<file path="src/rtl/nubus_master.sv">
// NuBus master controller: arbitrates with the card ID, issues a single-word transfer and
// returns data/status to the local side. Optional data-phase timeout: NUBUS_MASTER_TIMEOUT_EN.
module nubus_master #(
    parameter int unsigned ARB_SETTLE     = 2,
    parameter int unsigned TIMEOUT_CYCLES = 255
) (
    input  logic        nub_clkn,
    input  logic        nub_resetn,
    input  logic [3:0]  nub_idn,
    input  logic [3:0]  nub_arbn,
    input  logic        nub_startn,
    input  logic        nub_ackn,
    input  logic        nub_tm1n,
    input  logic        nub_tm0n,
    input  logic [31:0] nub_adn,
    input  logic        cpu_valid,
    input  logic        cpu_write,
    input  logic [31:0] cpu_addr,
    input  logic [31:0] cpu_wdata,
    output logic        cpu_done,
    output logic        cpu_error,
    output logic [31:0] cpu_rdata,
    output logic [1:0]  mst_status_o,
    output logic        mst_rqstn_o,
    output logic [3:0]  mst_arbn_o,
    output logic        mst_startn_o,
    output logic        mst_tm1n_o,
    output logic        mst_tm0n_o,
    output logic [31:0] mst_adn_o,
    output logic        mst_ad_oe_o,
    output logic        mst_master_o,
    output logic        mst_timeout_o
);

    typedef enum logic [2:0] {StIdle, StArb, StStart, StData, StDone} state_e;

    localparam logic [7:0] SettleLast = 8'(ARB_SETTLE);

    state_e      state_q;
    logic        busy_q, busy_d;
    logic [7:0]  settle_q;
    logic [29:0] addr_q;
    logic        write_q;
    logic [31:0] wdata_q;
    logic        done_q, error_q;
    logic [31:0] rdata_q;
    logic [1:0]  status_q;
    logic        rqstn_q, startn_q, tm1n_q, tm0n_q, ad_oe_q, master_q;
    logic [3:0]  arbn_q;
    logic [31:0] adn_q;
    logic        timed_out;

    // Word-aligned transfers only; the low address bits are never used.
    logic unused_addr_bits;
    assign unused_addr_bits = ^cpu_addr[1:0];

`ifdef NUBUS_MASTER_TIMEOUT_EN
    localparam logic [7:0] TimeoutLast = 8'(TIMEOUT_CYCLES - 1);
    logic [7:0] tcnt_q;
    logic       timeout_q, timed_out_q;
    assign timed_out     = timed_out_q;
    assign mst_timeout_o = timeout_q;
`else
    logic unused_timeout_cfg;
    assign unused_timeout_cfg = (TIMEOUT_CYCLES != 0);
    assign timed_out          = 1'b0;
    assign mst_timeout_o      = 1'b0;
`endif

    // Busy from a sampled START until the matching ACK; ACK takes priority.
    always_comb begin
        busy_d = busy_q;
        if (!nub_ackn) begin
            busy_d = 1'b0;
        end else if (!nub_startn) begin
            busy_d = 1'b1;
        end
    end

    always_ff @(posedge nub_clkn) begin
        if (!nub_resetn) begin
            state_q  <= StIdle;
            busy_q   <= 1'b0;
            settle_q <= '0;
            addr_q   <= '0;
            write_q  <= 1'b0;
            wdata_q  <= '0;
            done_q   <= 1'b0;
            error_q  <= 1'b0;
            rdata_q  <= '0;
            status_q <= '0;
            rqstn_q  <= 1'b1;
            startn_q <= 1'b1;
            tm1n_q   <= 1'b1;
            tm0n_q   <= 1'b1;
            ad_oe_q  <= 1'b0;
            master_q <= 1'b0;
            arbn_q   <= 4'hF;
            adn_q    <= '1;
`ifdef NUBUS_MASTER_TIMEOUT_EN
            tcnt_q      <= '0;
            timeout_q   <= 1'b0;
            timed_out_q <= 1'b0;
`endif
        end else begin
            busy_q  <= busy_d;
            done_q  <= 1'b0;
            error_q <= 1'b0;
`ifdef NUBUS_MASTER_TIMEOUT_EN
            timeout_q <= 1'b0;
`endif
            unique case (state_q)
                StIdle: begin
                    if (cpu_valid) begin
                        addr_q   <= cpu_addr[31:2];
                        write_q  <= cpu_write;
                        wdata_q  <= cpu_wdata;
                        settle_q <= '0;
                        rqstn_q  <= 1'b0;
                        arbn_q   <= nub_idn;
                        state_q  <= StArb;
                    end
                end
                StArb: begin
                    arbn_q <= nub_idn;
                    if (busy_d) begin
                        settle_q <= '0;
                    end else if (settle_q == SettleLast) begin
                        // A lost check simply restarts the settle window.
                        settle_q <= '0;
                        if (nub_arbn == nub_idn) begin
                            startn_q <= 1'b0;
                            ad_oe_q  <= 1'b1;
                            adn_q    <= ~{addr_q, 2'b00};
                            tm1n_q   <= ~write_q;
                            tm0n_q   <= 1'b1;
                            rqstn_q  <= 1'b1;
                            arbn_q   <= 4'hF;
                            master_q <= 1'b1;
                            state_q  <= StStart;
                        end
                    end else begin
                        settle_q <= settle_q + 8'd1;
                    end
                end
                StStart: begin
                    startn_q <= 1'b1;
                    tm1n_q   <= 1'b1;
                    tm0n_q   <= 1'b1;
                    ad_oe_q  <= write_q;
                    adn_q    <= write_q ? ~wdata_q : '1;
`ifdef NUBUS_MASTER_TIMEOUT_EN
                    tcnt_q      <= '0;
                    timed_out_q <= 1'b0;
`endif
                    state_q  <= StData;
                end
                StData: begin
                    if (!nub_ackn) begin
                        status_q <= {~nub_tm1n, ~nub_tm0n};
                        if (!write_q) begin
                            rdata_q <= ~nub_adn;
                        end
                        ad_oe_q <= 1'b0;
                        adn_q   <= '1;
                        state_q <= StDone;
                    end
`ifdef NUBUS_MASTER_TIMEOUT_EN
                    else if (tcnt_q == TimeoutLast) begin
                        timeout_q   <= 1'b1;
                        timed_out_q <= 1'b1;
                        ad_oe_q     <= 1'b0;
                        adn_q       <= '1;
                        state_q     <= StDone;
                    end else begin
                        tcnt_q <= tcnt_q + 8'd1;
                    end
`endif
                end
                StDone: begin
                    done_q   <= 1'b1;
                    error_q  <= timed_out | (status_q != 2'b00);
                    master_q <= 1'b0;
                    state_q  <= StIdle;
                end
                default: state_q <= StIdle;
            endcase
        end
    end

    assign cpu_done     = done_q;
    assign cpu_error    = error_q;
    assign cpu_rdata    = rdata_q;
    assign mst_status_o = status_q;
    assign mst_rqstn_o  = rqstn_q;
    assign mst_arbn_o   = arbn_q;
    assign mst_startn_o = startn_q;
    assign mst_tm1n_o   = tm1n_q;
    assign mst_tm0n_o   = tm0n_q;
    assign mst_adn_o    = adn_q;
    assign mst_ad_oe_o  = ad_oe_q;
    assign mst_master_o = master_q;

endmodule

</file>
<file path="config.mk">
export PLATFORM = sky130hd
export DESIGN_NAME = nubus_master
export DESIGN_NICKNAME = d
export VERILOG_FILES = /design/src/rtl/nubus_master.sv
export SDC_FILE = /design/constraint.sdc
export NUM_CORES = 1
export LEC_CHECK = 0
export BUFFER_PORTS_ARGS = -buffer_cell sky130_fd_sc_hd__buf_2
export CAP_MARGIN = 20
export CORE_MARGIN = 8
export CORE_UTILIZATION = 48
export CTS_BUF_LIST = sky130_fd_sc_hd__clkbuf_4
export DETAILED_ROUTE_END_ITERATION = 6
export PLACE_DENSITY = 0.75
export SLEW_MARGIN = 20
export SYNTH_ARGS = -nofsm -noshare
export SYNTH_HDL_FRONTEND = slang
export SYNTH_SLANG_ARGS = --single-unit
</file>
<file path="constraint.sdc">
create_clock -name nub_clkn -period 2.21 [get_ports nub_clkn]
set_input_delay 0.5525 -clock nub_clkn [delete_from_list [all_inputs] [get_ports nub_clkn]]
set_output_delay 0.5525 -clock nub_clkn [all_outputs]
set_load 0.005 [all_outputs]
</file>
==> results.tsv, run 1 <==
stage	metric	value	unit
clock_tree	Max Root-Sink Buffers	2	
worst_setup_path	CP Class	reg2reg	
clock_tree	Clock Latency Late Sink	0.55	ns
logic_synthesis	post-synth net total	873	
final_layout	post-route cell area	0.00783	sq mm
floorplanning	die height	132	um
logic_synthesis	post-synth top area share	47.5	%
timing	worst-margin pin slew	0.680	ns
hold_path	hold crit path type	in2reg	
timing	Final period util	90.3	%
logic_synthesis	Yosys reg bits	152	
grt	Overflow after GRT	0	
power_and_ir_drop	Cell Pwr Density	654	mW/mm^2
logic_synthesis	Unique masters post-synth	52	
placed_design	Area after DPL	0.00753	sq mm
floorplanning	# rows	42	
grt	global-route wire length before repair	30100	um
worst_setup_path	slowest stage cell, crit path	dfxtp_1	
logic_synthesis	Synth Flop Type	dfxtp_1	
final_layout	area of the multi-input gates	0.00305	sq mm
placed_design	routability-driven placement congestion ratio	0.807	
timing	fin. max-slew vios	0	
hold_path	Hold Path Depth	2	
timing	Final min period	2.00	ns
power_and_ir_drop	Static Leakage	2.91	nW
routing	total number of vias	6286	
floorplanning	initial core utilization	48.8	%
routing	vias per cell	5.71	
placed_design	DP HPWL	12100	um
grt	vias in the first global route	5873	
worst_setup_path	CP peak stage delay	0.36	ns
final_layout	share of cells above drive strength 1	27.3	%
timing	Fmax	0.501	GHz
worst_setup_path	CP Max Fanout	35	
timing	RSZ-0062 raised after global routing	false	
timing	setup violators final	0	
routing	Final ANT Viol Nets	0	
timing	Final Hold Violating Endpoints	0	
power_and_ir_drop	Internal	3.78	mW
worst_setup_path	buffers and inverters on the worst path	2	
routing	DRT Pass-1 Iters	5	
final_layout	commonest cells after routing, fill and taps aside	buf_2, dfxtp_1, nand2_1, a21oi_1, nor2_1	
clock_tree	cts hold-fix bufs	0	
floorplanning	die width	132	um
routing	DR iter-0 viols	607	
timing	Hold WS	0.157	ns
timing	Worst slew margin	54.7	%
run	# Max-Cap Violations	0	
clock_tree	Num CTS Buffers	17	
logic_synthesis	synthesized cell area	0.00640	sq mm
logic_synthesis	Post-synth ARST share	0	%
logic_synthesis	Cells after Synth	759	
worst_setup_path	crit end category	register	
final_layout	Area Growth Syn to Fin	22.2	%
worst_setup_path	Req. time, crit path	2.67	ns
timing	TNS Setup	0	ns
routing	DRC viols	0	
worst_setup_path	Setup crit start kind	register	
clock_tree	root buffer cell	clkbuf_4	
final_layout	most common cell after layout, fill and taps aside	buf_2	
clock_tree	# resized after CTS	0	
logic_synthesis	Post-synth EDFFs	0	
final_layout	Layout fillers	1240	
worst_setup_path	r2r worst-path depth	7	
clock_tree	clk sinks	152	
final_layout	FF/Latch Area	0.00304	sq mm
placed_design	post-place setup slack	0.130	ns
power_and_ir_drop	part of the power in registers	55.8	%
status	status	finished, final reports clean	
worst_setup_path	critical path, cell by cell	inv_1, ha_1, nor4b_2, and4_1, buf_12, nand3_1, a21o_1	
logic_synthesis	biggest area consumer among synthesized cells	dfxtp_1	
logic_synthesis	Synth area leaders	dfxtp_1, nand2_1, a21oi_1	
power_and_ir_drop	clock power share	34.0	%
power_and_ir_drop	P_sw	1.34	mW
routing	final WL	18500	um
final_layout	final net count	1025	
floorplanning	Ports	191	
worst_setup_path	Worst path depth	7	
logic_synthesis	synthesized area per cell	8.44	sq um
clock_tree	CTS tree	built	
clock_tree	H-tree levels	4	
grt	largest net degree at the start of global routing	142	
grt	initial antenna violation count	1	
worst_setup_path	CP Data Arrival Time	2.45	ns
clock_tree	Clk pin slew, worst setup/hold paths	0.13	ns
power_and_ir_drop	share of total power in combinational logic	10.2	%
clock_tree	setup repair bufs after CTS	0	
logic_synthesis	Seq/Total Area, Yosys	47.5	%
placed_design	I/O Buffers	186	
routing	wire per inst	16.8	um
timing	final worst setup slack	0.214	ns
power_and_ir_drop	Max VDD drop	487	uV
floorplanning	core area	0.0131	sq mm
timing	clk_skew	0.0166	ns
power_and_ir_drop	sw frac	26.1	%
grt	Tot GR Track Use	20.7	%
logic_synthesis	Yosys warnings	0	
floorplanning	die area	0.0173	sq mm
worst_setup_path	delay-heaviest family, CP	simple AND/OR/NAND/NOR gates	
[registers in the layout, summed over array words and instances, names as in the netlist, 2 cells and up]
signal        cells
mst_arbn_o        4
addr_q           30
cpu_rdata        32
mst_adn_o        32
settle_q          8
wdata_q          32
mst_status_o      2
state_q           3
[metrics by stage]
stage / utilization, % / cells / power, mW
4_1_cts: 59.5 / 1100 / 5.18
2_1_floorplan: - / 759 / 3.21
6_report: 59.6 / 1101 / 5.12
3_5_place_dp: 57.4 / 1068 / 3.44
5_1_grt: 59.6 / 1101 / 5.37
3_3_place_gp: 57.4 / 1068 / 3.43
[logic make-up (layout without fill, tap and decap cells)]
kind of cell	after synthesis	after routing	synth area share, %
adders and majority gates	2	2	0.391
other	2	3	0.117
AOI/OAI and AO/OA	222	222	24.8
buffers and inverters	84	249	5.61
xor gates and xnor gates	4	4	0.547
and+or+nand+nor	293	293	21.0
DFF	152	152	47.5
[cell usage after synthesis (2+ instances only)]
cell type  instances
dfxtp_1          152
a2111oi_0         30
a31oi_1            6
a211o_1            2
ha_1               2
o21ai_0            3
o211ai_1           2
and2_1             2
nand2b_1           2
o32ai_1           30
buf_2             26
o41ai_1            2
xor2_1             2
a211oi_1          35
o311a_1            4
xnor2_1            2
nor2_1            39
nand2_1          149
a21o_1             2
and3_1             8
inv_1              3
clkbuf_1          48
buf_4              3
a21oi_1           66
nand4_1            7
buf_1              3
conb_1             2
a22oi_1           30
nor4_1            31
nor3_1            38
nor3_2             2
a311oi_1           2
nand3_1            5
[per-layer routing]
metal	share of wire [%]	GRT usage, %
met1	44	25.8
met2	47	33.3
met5	0	0
met4	1.1	6.57
met3	8.1	6.82
[final cells by class]
type / instances / share of cell area [%]
clock buffers: 17 / 1.63
well taps: 176 / 2.81
repair buffers: 213 / 15.4
inverters: 4 / 0.224
flip-flops and latches: 152 / 38.9
diodes: 1 / 0.0320
clock inverters: 15 / 2.03
multi-input cells: 523 / 39.0
[path summary, 6_finish.rpt]
kind / slack, ns / endpoint / from
setup / recovery: 0.21 / mst_startn_o / settle_q[0]
hold / removal: 0.16 / cpu_rdata[1] / nub_adn[1]
setup reg to reg: 0.21 / mst_startn_o / settle_q[0]
hold reg to reg: 0.46 / wdata_q[6] / wdata_q[6]
[power by group through the flow]
stage	logic (mW)	registers [mW]	clock network, mW
detailed placement	0.520	2.92	0
floorplan	0.305	2.91	0
global placement	0.515	2.92	0
global route	0.580	2.87	1.92
finish	0.525	2.86	1.74
CTS	0.523	2.86	1.80
Power figures use the tool's default switching activity.
==> inputs of run 2 (changes only) <==
CORE_UTILIZATION = 50   (was 48)
PLACE_DENSITY = 0.78   (was 0.75)
==> results.tsv, run 2 (same netlist as run 1, synthesis figures left out) <==
stage	metric	value	unit	change
status	status	finished, final reports clean		
routing	vias per cell	5.75		+0.77%
routing	total number of vias	6317		+0.49%
routing	DRC viols	0		unchanged
final_layout	share of cells above drive strength 1	27.6	%	+0.29 points
floorplanning	Ports	191		unchanged
final_layout	area of the multi-input gates	0.00305	sq mm	-0.12%
timing	setup violators final	0		unchanged
hold_path	Hold Path Depth	2		unchanged
final_layout	Area Growth Syn to Fin	21.6	%	
placed_design	I/O Buffers	186		unchanged
floorplanning	die height	129	um	-1.8%
clock_tree	cts hold-fix bufs	0		unchanged
worst_setup_path	CP Data Arrival Time	2.38	ns	-0.07 ns
power_and_ir_drop	share of total power in combinational logic	10.5	%	+0.3 points
worst_setup_path	CP Class	reg2reg		
routing	final WL	18300	um	-0.74%
floorplanning	die area	0.0167	sq mm	-3.5%
final_layout	Layout fillers	1123		-9.4%
clock_tree	Max Root-Sink Buffers	2		unchanged
clock_tree	Num CTS Buffers	17		unchanged
floorplanning	# rows	41		-2.4%
timing	fin. max-slew vios	0		unchanged
grt	global-route wire length before repair	30100	um	-0.30%
timing	Worst slew margin	48.7	%	-5.9 points
clock_tree	H-tree levels	4		unchanged
worst_setup_path	r2r worst-path depth	7		unchanged
clock_tree	root buffer cell	clkbuf_4		
timing	Fmax	0.515	GHz	+2.8%
final_layout	final net count	1026		+0.098%
final_layout	Finished Layout Cells	1098		-0.27%
worst_setup_path	reg2reg start	settle_q[0]		
floorplanning	initial core utilization	51.0	%	+2.2 points
worst_setup_path	Setup crit start kind	register		
power_and_ir_drop	P_sw	1.34	mW	+0.23%
final_layout	FF/Latch Area	0.00304	sq mm	unchanged
grt	Overflow after GRT	0		unchanged
power_and_ir_drop	clock power share	31.5	%	-2.5 points
routing	DRT Pass-1 Iters	5		unchanged
clock_tree	Clock Latency Late Sink	0.55	ns	about the same
routing	DR iter-0 viols	593		-2.3%
timing	Final Hold Violating Endpoints	0		unchanged
placed_design	routability-driven placement congestion ratio	0.797		-1.2%
timing	RSZ-0062 raised after global routing	false		
floorplanning	die width	129	um	-1.8%
hold_path	hold_sp	nub_adn[30]		
final_layout	commonest cells after routing, fill and taps aside	buf_2, dfxtp_1, nand2_1, a21oi_1, nor2_1		
placed_design	placed cells	1065		-0.28%
clock_tree	Clk pin slew, worst setup/hold paths	0.13	ns	about the same
worst_setup_path	CP Max Fanout	35		unchanged
worst_setup_path	Crit Reg-Reg Endpoint	mst_startn_o		
power_and_ir_drop	Cell Pwr Density	633	mW/mm^2	-3.3%
timing	TNS Setup	0	ns	unchanged
routing	Final ANT Viol Nets	0		unchanged
worst_setup_path	worst reg-to-reg setup slack	0.27	ns	+0.05 ns
timing	Final min period	1.94	ns	-0.0542 ns
worst_setup_path	crit end category	register		
clock_tree	clk sinks	152		unchanged
grt	Tot GR Track Use	22.2	%	+1.4 points
hold_path	hold crit path type	in2reg		
final_layout	most common cell after layout, fill and taps aside	buf_2		
grt	vias in the first global route	6059		+3.2%
power_and_ir_drop	Max VDD drop	501	uV	+2.8%
timing	Final period util	87.8	%	-2.5 points
timing	worst-margin pin slew	0.769	ns	+0.0890 ns
clock_tree	# resized after CTS	0		unchanged
floorplanning	core area	0.0126	sq mm	-4.3%
power_and_ir_drop	sw frac	27.2	%	+1.1 points
routing	wire per inst	16.7	um	-0.47%
clock_tree	CTS tree	built		
grt	initial antenna violation count	1		unchanged
power_and_ir_drop	Static Leakage	2.90	nW	-0.24%
run	# Max-Cap Violations	0		unchanged
power_and_ir_drop	Internal	3.59	mW	-5.2%
clock_tree	setup repair bufs after CTS	0		unchanged
hold_path	hold path endpoint	cpu_rdata[30]		
power_and_ir_drop	part of the power in registers	57.9	%	+2.1 points
grt	largest net degree at the start of global routing	168		+18%
placed_design	DP HPWL	12200	um	+1.5%
worst_setup_path	Req. time, crit path	2.65	ns	-0.02 ns
timing	clk_skew	0.0212	ns	+0.00453 ns
==> run 2: how the worst max path moves through the flow <==
| stage | startpoint | endpoint |
|---|---|---|
| global route | settle_q[1] | mst_adn_o[3] |
| CTS | settle_q[1] | mst_startn_o |
| floorplan | nub_ackn | mst_adn_o[2] |
| global placement | nub_ackn | mst_adn_o[17] |
| detailed placement | nub_ackn | mst_adn_o[15] |
| finish | settle_q[0] | mst_startn_o |
==> run 2: layout make-up <==
class / instances / share of cell area [%]
diodes: 1 / 0.0321
well taps: 172 / 2.76
multi-input cells: 523 / 39.1
inverters: 4 / 0.225
clock buffers: 19 / 1.83
clock inverters: 13 / 1.37
repair buffers: 214 / 15.6
flip-flops and latches: 152 / 39.1
==> run 2: metrics by stage <==
step           total power, mW  area (sq um)  worst slack [ns]  hold WS, ns  utilization, %
2_1_floorplan             3.21          6400             0.299        0.436               -
3_3_place_gp              3.43          7540             0.178        0.444            60.0
3_5_place_dp              3.43          7540             0.138        0.446            60.0
4_1_cts                   4.97          7790             0.282        0.120            62.0
5_1_grt                   5.18          7790            0.0797       0.0999            62.0
6_report                  4.93          7790             0.269        0.163            62.0
==> run 2: worst max-delay path, stage by stage, from the launching register on <==
cell     delay (ns)
dfxtp_1        0.35
inv_1          0.08
ha_1           0.14
nor4b_2        0.30
and4_1         0.30
buf_12         0.19
nand3_1        0.23
a21o_1         0.24
==> run 2: power by group through the flow <==
stage / sequential (mW) / combinational [mW] / clock (mW)
2_1_floorplan: 2.91 / 0.305 / 0
3_3_place_gp: 2.92 / 0.510 / 0
3_5_place_dp: 2.92 / 0.514 / 0
4_1_cts: 2.86 / 0.517 / 1.60
5_1_grt: 2.87 / 0.572 / 1.73
6_report: 2.86 / 0.519 / 1.55
==> run 2: metal layers <==
layer  up-vias  track usage [%]  part of all wire [%]
li1       3118                -                     -
met1      2951             27.0                    42
met2       218             35.6                    48
met3        30             7.56                   8.4
met4         0             8.15                   1.9
met5         -                0                     0
